`config.mk`:
```
export PLATFORM = sky130hd
export DESIGN_NAME = serdes_lvds_lane_array_flat
export DESIGN_NICKNAME = d
export VERILOG_FILES = /design/src/rtl/serdes_lvds_lane_array_if.sv /design/src/rtl/serdes_lvds_lane_array.sv /design/src/flat_wrapper.sv
export SDC_FILE = /design/constraint.sdc
export NUM_CORES = 2
export LEC_CHECK = 0
export BUFFER_PORTS_ARGS = -buffer_cell sky130_fd_sc_hd__clkbuf_2
export CAP_MARGIN = 15
export CORE_MARGIN = 5
export CORE_UTILIZATION = 45
export CTS_BUF_LIST = sky130_fd_sc_hd__clkbuf_16
export DETAILED_ROUTE_END_ITERATION = 8
export PLACE_DENSITY_LB_ADDON = 0.12
export SLEW_MARGIN = 10
export SYNTH_ARGS = -nofsm -noshare
export SYNTH_HDL_FRONTEND = slang
export SYNTH_SLANG_ARGS = --single-unit
```
`constraint.sdc`:
```
create_clock -name clk -period 2.85 [get_ports clk]
set_input_delay 0.855 -clock clk [delete_from_list [all_inputs] [get_ports clk]]
set_output_delay 0.855 -clock clk [all_outputs]
set_load 0.05 [all_outputs]
```
`src/rtl/serdes_lvds_lane_array_if.sv`:
```
// Lane-array bus bundle: tx request/data, serial pins, rx results.
// master drives requests and rx pins; slave is the lane array.
interface serdes_lvds_lane_array_if #(
    parameter int LANES  = 23,
    parameter int DATA_W = 8
);
    logic [LANES-1:0]        start_i;
    logic [LANES-1:0]        st_flag_i;
    logic [LANES*DATA_W-1:0] data_i;
    logic [LANES-1:0]        lvds_busy;
    logic [LANES-1:0]        serial_o;
    logic [LANES-1:0]        serial_i;
    logic                    loopback_i;
    logic [LANES-1:0]        valid_o;
    logic [LANES-1:0]        st_flag_o;
    logic [LANES*DATA_W-1:0] data_o;
    logic [LANES-1:0]        frame_err_o;

    modport master (
        output start_i, st_flag_i, data_i, serial_i, loopback_i,
        input  lvds_busy, serial_o, valid_o, st_flag_o, data_o,
        input  frame_err_o
    );

    modport slave (
        input  start_i, st_flag_i, data_i, serial_i, loopback_i,
        output lvds_busy, serial_o, valid_o, st_flag_o, data_o,
        output frame_err_o
    );
endinterface

```
`src/rtl/serdes_lvds_lane_array.sv`:
```
// N-lane framed serializer/deserializer with optional even parity,
// runtime loopback and per-lane framing-error pulses.
module serdes_lvds_lane_array #(
    parameter int LANES       = 23,
    parameter int DATA_W      = 8,
    parameter int PARITY_EN   = 0,
    parameter int SYNC_STAGES = 2
) (
    input logic clk,
    input logic reset,
    serdes_lvds_lane_array_if.slave bus
);
    localparam int L   = DATA_W + 3 + PARITY_EN;
    localparam int FW  = L - 1;
    localparam int RW  = DATA_W + 1 + PARITY_EN;
    localparam int TCW = $clog2(L);
    localparam int RCW = $clog2(RW);

    typedef enum logic [1:0] {
        RX_IDLE,
        RX_SHIFT,
        RX_STOP,
        RX_BREAK
    } rx_state_t;

    for (genvar k = 0; k < LANES; k++) begin : g_lane
        logic [DATA_W-1:0] tx_data;
        logic              tx_flag;
        logic [FW-1:0]     tx_load;
        logic [FW-1:0]     tx_sh;
        logic [TCW-1:0]    tx_cnt;
        logic              tx_busy;
        logic              tx_line;

        assign tx_data = bus.data_i[k*DATA_W +: DATA_W];
        assign tx_flag = bus.st_flag_i[k];

        // Shifted out LSB first after the start bit; stop bit on top.
        if (PARITY_EN != 0) begin : g_tx_par
            assign tx_load = {1'b1, ^{tx_flag, tx_data}, tx_data, tx_flag};
        end else begin : g_tx_nopar
            assign tx_load = {1'b1, tx_data, tx_flag};
        end

        always_ff @(posedge clk) begin
            if (reset) begin
                tx_sh   <= '0;
                tx_cnt  <= '0;
                tx_busy <= 1'b0;
                tx_line <= 1'b1;
            end else if (!tx_busy) begin
                if (bus.start_i[k]) begin
                    tx_sh   <= tx_load;
                    tx_cnt  <= '0;
                    tx_busy <= 1'b1;
                    tx_line <= 1'b0;
                end
            end else if (tx_cnt == TCW'(L - 1)) begin
                tx_busy <= 1'b0;
                tx_line <= 1'b1;
            end else begin
                tx_line <= tx_sh[0];
                tx_sh   <= tx_sh >> 1;
                tx_cnt  <= tx_cnt + TCW'(1);
            end
        end

        assign bus.lvds_busy[k] = tx_busy;
        assign bus.serial_o[k]  = tx_line;

        logic                   rx_raw;
        logic [SYNC_STAGES-1:0] sync;
        logic                   rx_bit;

        assign rx_raw = bus.loopback_i ? tx_line : bus.serial_i[k];
        assign rx_bit = sync[SYNC_STAGES-1];

        // Reset to idle-high so the line never looks like a start bit.
        always_ff @(posedge clk) begin
            if (reset) sync <= '1;
            else       sync <= SYNC_STAGES'({sync, rx_raw});
        end

        rx_state_t         rx_state;
        rx_state_t         rx_next;
        logic [RCW-1:0]    rx_cnt;
        logic [RW-1:0]     rx_sh;
        logic              par_ok;
        logic              frame_ok;
        logic              shift_en;
        logic              word_ok;
        logic              word_bad;
        logic              rx_valid;
        logic              rx_err;
        logic              rx_flag;
        logic [DATA_W-1:0] rx_data;

        if (PARITY_EN != 0) begin : g_rx_par
            assign par_ok = ~^rx_sh;
        end else begin : g_rx_nopar
            assign par_ok = 1'b1;
        end

        assign frame_ok = rx_bit && par_ok;

        always_ff @(posedge clk) begin
            if (reset) rx_state <= RX_IDLE;
            else       rx_state <= rx_next;
        end

        always_comb begin
            rx_next = rx_state;
            unique case (rx_state)
                RX_IDLE:  if (!rx_bit) rx_next = RX_SHIFT;
                RX_SHIFT: if (rx_cnt == RCW'(RW - 1)) rx_next = RX_STOP;
                RX_STOP:  rx_next = frame_ok ? RX_IDLE : RX_BREAK;
                RX_BREAK: if (rx_bit) rx_next = RX_IDLE;
                default:  rx_next = RX_IDLE;
            endcase
        end

        always_comb begin
            shift_en = 1'b0;
            word_ok  = 1'b0;
            word_bad = 1'b0;
            unique case (1'b1)
                rx_state == RX_SHIFT: shift_en = 1'b1;
                rx_state == RX_STOP: begin
                    word_ok  = frame_ok;
                    word_bad = !frame_ok;
                end
                default: ;
            endcase
        end

        // Outputs only load from a complete, checked frame.
        always_ff @(posedge clk) begin
            if (reset) begin
                rx_cnt   <= '0;
                rx_sh    <= '0;
                rx_valid <= 1'b0;
                rx_err   <= 1'b0;
                rx_flag  <= 1'b0;
                rx_data  <= '0;
            end else begin
                rx_valid <= word_ok;
                rx_err   <= word_bad;
                if (rx_state == RX_IDLE) rx_cnt <= '0;
                if (shift_en) begin
                    rx_sh  <= {rx_bit, rx_sh[RW-1:1]};
                    rx_cnt <= rx_cnt + RCW'(1);
                end
                if (word_ok) begin
                    rx_flag <= rx_sh[0];
                    rx_data <= rx_sh[DATA_W:1];
                end
            end
        end

        assign bus.valid_o[k]                  = rx_valid;
        assign bus.frame_err_o[k]              = rx_err;
        assign bus.st_flag_o[k]                = rx_flag;
        assign bus.data_o[k*DATA_W +: DATA_W]  = rx_data;
    end

endmodule

```
`src/flat_wrapper.sv`:
```
// flat-port wrapper written by rule: the top's interface ports become plain ports
module serdes_lvds_lane_array_flat 
#(
    parameter int LANES       = 23,
    parameter int DATA_W      = 8,
    parameter int PARITY_EN   = 0,
    parameter int SYNC_STAGES = 2
)
  (clk, reset, bus_start_i, bus_st_flag_i, bus_data_i, bus_serial_i, bus_loopback_i, bus_lvds_busy, bus_serial_o, bus_valid_o, bus_st_flag_o, bus_data_o, bus_frame_err_o);
  serdes_lvds_lane_array_if #(.LANES(LANES), .DATA_W(DATA_W)) bus_i ();
  input logic clk;
  input logic reset;
  input wire logic [$bits(bus_i.start_i)-1:0] bus_start_i;
  input wire logic [$bits(bus_i.st_flag_i)-1:0] bus_st_flag_i;
  input wire logic [$bits(bus_i.data_i)-1:0] bus_data_i;
  input wire logic [$bits(bus_i.serial_i)-1:0] bus_serial_i;
  input wire logic [$bits(bus_i.loopback_i)-1:0] bus_loopback_i;
  output wire logic [$bits(bus_i.lvds_busy)-1:0] bus_lvds_busy;
  output wire logic [$bits(bus_i.serial_o)-1:0] bus_serial_o;
  output wire logic [$bits(bus_i.valid_o)-1:0] bus_valid_o;
  output wire logic [$bits(bus_i.st_flag_o)-1:0] bus_st_flag_o;
  output wire logic [$bits(bus_i.data_o)-1:0] bus_data_o;
  output wire logic [$bits(bus_i.frame_err_o)-1:0] bus_frame_err_o;
  assign bus_i.start_i = bus_start_i;
  assign bus_i.st_flag_i = bus_st_flag_i;
  assign bus_i.data_i = bus_data_i;
  assign bus_i.serial_i = bus_serial_i;
  assign bus_i.loopback_i = bus_loopback_i;
  assign bus_lvds_busy = bus_i.lvds_busy;
  assign bus_serial_o = bus_i.serial_o;
  assign bus_valid_o = bus_i.valid_o;
  assign bus_st_flag_o = bus_i.st_flag_o;
  assign bus_data_o = bus_i.data_o;
  assign bus_frame_err_o = bus_i.frame_err_o;
  serdes_lvds_lane_array #(.LANES(LANES), .DATA_W(DATA_W), .PARITY_EN(PARITY_EN), .SYNC_STAGES(SYNC_STAGES)) u_core (.clk(clk), .reset(reset), .bus(bus_i));
endmodule
```
==> results.tsv <==
stage	metric	value	unit
outcome	status	finished, final reports clean	
global_routing	wire_length_of_the_first_global_routing_pass	165000	µm
layout	mostFrequentLayoutCells	dfxtp_1 (1012), nand2_1 (565), clkbuf_2 (553)	
placed_design	postPlaceCellArea	0.0449	mm²
placed_design	dp.final_hpwl	72200	µm
run	drv.max_cap_violation_count	0	
placed_design	post-place-ws	0.541	ns
sta	max_slew.worst_pin.slew	1.09	ns
sta	layout_setup_ws	0.218	ns
logic_synthesis	ys_seq_elements	1012	
die	ioPinCount	555	
setup_path	cp_num_buf_inv	1	
clocking	max-clock-path-buffers	3	
logic_synthesis	synthesized_instance_count	4499	
sta	timing.final.crit_share	92.4	%
global_routing	maximum_number_of_pins_on_one_net_before_global_route_repair	124	
setup_path	regToRegSetupSlack	0.73	ns
logic_synthesis	synth_top_family_by_area	simple AND/OR/NAND/NOR gates	
logic_synthesis	synth_fa_ha_area_share	2.69	%
logic_synthesis	ys.warnings.count	0	
logic_synthesis	synth_compound_area_share	14.2	%
setup_path	worstPathRequired	2.00	ns
layout	final_common_cell	dfxtp_1	
sta	period_needed	2.63	ns
layout	flow.area_growth_from_synthesis	12.7	%
power	power_density	637	mW/mm²
sta	worst_hold_slack	0.405	ns
die	floorplan_die_area	0.101	mm²
die	die_height	318	µm
sta	final.setup_skew	0.0190	ns
die	floorplan.die.width	318	µm
clocking	cts.repair.resized	0	
setup_path	arrival_worst_endpoint	1.78	ns
clocking	clkSlewWorstSetupHoldPaths	0.06	ns
logic_synthesis	synth_enable_flop_cells	0	
placed_design	buffer_ports.inserted	554	
setup_path	crit-reg2reg-capture	u_core.g_lane[14].tx_cnt[1]	
global_routing	number_of_global_route_vias_before_repair	30231	
layout	drive_above_1_share	19.0	%
logic_synthesis	xor_xnor_portion_of_the_synthesized_cell_area	0	%
setup_path	worstSetupStartpoint	u_core.g_lane[1].tx_busy	
setup_path	slowest_cell_delay_on_critical_path	0.71	ns
die	start_util	45.2	%
layout	num-fill-cells	8924	
clocking	root_buffer	clkbuf_16	
sta	maxSlewViolCount	0	
clocking	numCtsBuffers	107	
detailed_routing	drc	0	
clocking	cts.repair_timing.setup_buffer_count	0	
setup_path	cpLargestDelayFamily	flip-flops	
setup_path	start_to_end_type_of_the_worst_setup_path	reg2out	
hold_path	worst_hold_path.num_cells	1	
clocking	cts-htree-levels	3	
clocking	clock_sink_count	1012	
global_routing	grt-ovfl-total	0	
logic_synthesis	syn-cell-area	0.0428	mm²
detailed_routing	drtIter0Drc	2065	
logic_synthesis	async_reset_ff_share	0	%
clocking	tritoncts	built	
detailed_routing	drt-pass1-iter-count	5	
detailed_routing	finalWirelength	103000	µm
detailed_routing	via_per_inst	5.19	
detailed_routing	wl_per_cell	16.7	µm
layout	finalNonFillerCells	6155	
layout	layout.nets	5148	
sta	setup_violating_endpoint_count_in_the_final_report	0	
global_routing	gr_usage_total	19.4	%
setup_path	cp-end-kind	output pin	
detailed_routing	route.vias.total	31960	
logic_synthesis	commonest_register_cell_after_synthesis	dfxtp_1	
global_routing	initial_antenna_violation_count	11	
logic_synthesis	muxShareOfSynthArea	10.7	%
logic_synthesis	yosys.area_share.simple	17.4	%
setup_path	path_cells	clkbuf_2	
detailed_routing	remaining_antenna_violation_count	0	
logic_synthesis	syn-num-nets	4847	
sta	grt_setup_unrepaired	no	
power	post-layout-total-power	30.7	mW
die	row_count	113	
setup_path	startpoint_type	flop	
setup_path	cp_max_fo	12	
die	placeableCoreArea	0.0947	mm²
setup_path	worst_r2r_path_depth	5	
hold_path	whs_endpoint	u_core.g_lane[15].sync[1]	
hold_path	timing.hold.worst.start	u_core.g_lane[15].sync[0]	
setup_path	r2r-start	u_core.g_lane[14].tx_cnt[0]	
placed_design	routability_congestion_estimate	0.796	
sta	max-slew-margin-rel	27.4	%
layout	final_util	50.9	%
placed_design	place_inst	5956	
clocking	ctsHoldBuffers	0	
logic_synthesis	synth_sequential_area_ratio	47.3	%
logic_synthesis	post_synth.cell_area_avg	9.51	µm²
sta	report.final.hold_viol_count	0	
hold_path	min_path_type	reg2reg	
layout	final_cell_area	0.0483	mm²
logic_synthesis	netlist-cell-type-count	53	
sta	max_clock_freq	380	MHz
power	max-vdd-ir-drop	0.418	mV
clocking	clock_latency	0.67	ns
sta	setup_tns_final	0	ns
setup_path	cp_slowest_cell	dfxtp_1	
power	power.static_leakage	20.8	nW
## layout make-up
| type | count | area [µm²] | area share, % |
|---|---|---|---|
| Sequential cell | 1012 | 20300 | 42.0 |
| Multi-Input combinational cell | 2965 | 19300 | 40.0 |
| Timing Repair Buffer | 609 | 3350 | 6.93 |
| Clock buffer | 109 | 2730 | 5.65 |
| Tap cell | 1265 | 1580 | 3.28 |
| Clock inverter | 83 | 628 | 1.30 |
| Inverter | 105 | 397 | 0.822 |
| Antenna cell | 7 | 17.5 | 0.0363 |
## layer usage
layer | GRT usage (%) | up-vias | part of all wire [%]
met5 | 0 | - | 0.020
met4 | 5.29 | 4 | 2.0
met3 | 4.48 | 114 | 5.3
met2 | 31.2 | 568 | 46
met1 | 26.4 | 15023 | 47
li1 | - | 16251 | -
## logic make-up (layout without fill, tap and decap cells)
logic type      count (synthesis)  after routing
simple gates                 1446           1446
flops                        1012           1012
compound gates                968            968
buf+inv                       522            906
mux                           459            459
fa+ha+maj                      92             92
other cells                     0              7
## report_power, final
group | leakage (nW) | switching [mW] | internal (mW) | total [mW]
clock network | 1.73 | 5.68 | 7.70 | 13.4
registers | 8.25 | 0.385 | 14.6 | 15.0
logic | 10.8 | 1.42 | 0.895 | 2.31
## registers in the layout, summed over array words and instances (netlist names)
signal,flops
u_core.g_lane.tx_sh,230
u_core.g_lane.rx_sh,207
u_core.g_lane.rx_valid,23
u_core.g_lane.tx_busy,23
u_core.g_lane.sync,46
u_core.g_lane.rx_state,46
u_core.g_lane.rx_data,184
u_core.g_lane.rx_cnt,92
u_core.g_lane.tx_line,23
u_core.g_lane.rx_flag,23
u_core.g_lane.rx_err,23
u_core.g_lane.tx_cnt,92
## worst max path at each step
stage	to	cells past startpoint
final	bus_lvds_busy[1]	1
after global routing	bus_lvds_busy[21]	1
after CTS	bus_lvds_busy[1]	1
after detailed placement	u_core.g_lane[14].tx_cnt[1]	4
after global placement	u_core.g_lane[14].tx_cnt[1]	4
after floorplan	u_core.g_lane[12].sync[1]	4
## cells in the mapped netlist (56+ instances only)
cell type	instances	area [µm²]
mux2i_1	459	4590
buf_6	59	664
dfxtp_1	1012	20300
a211oi_2	67	838
a211oi_1	156	1170
ha_1	92	1150
nand3_1	92	460
buf_4	169	1270
nand4b_1	56	490
nand2_1	565	2120
buf_2	158	791
o21ai_0	92	460
a21oi_1	520	2600
inv_1	96	360
nor2_1	291	1090
Note: power is estimated with default switching activity, not from simulation.
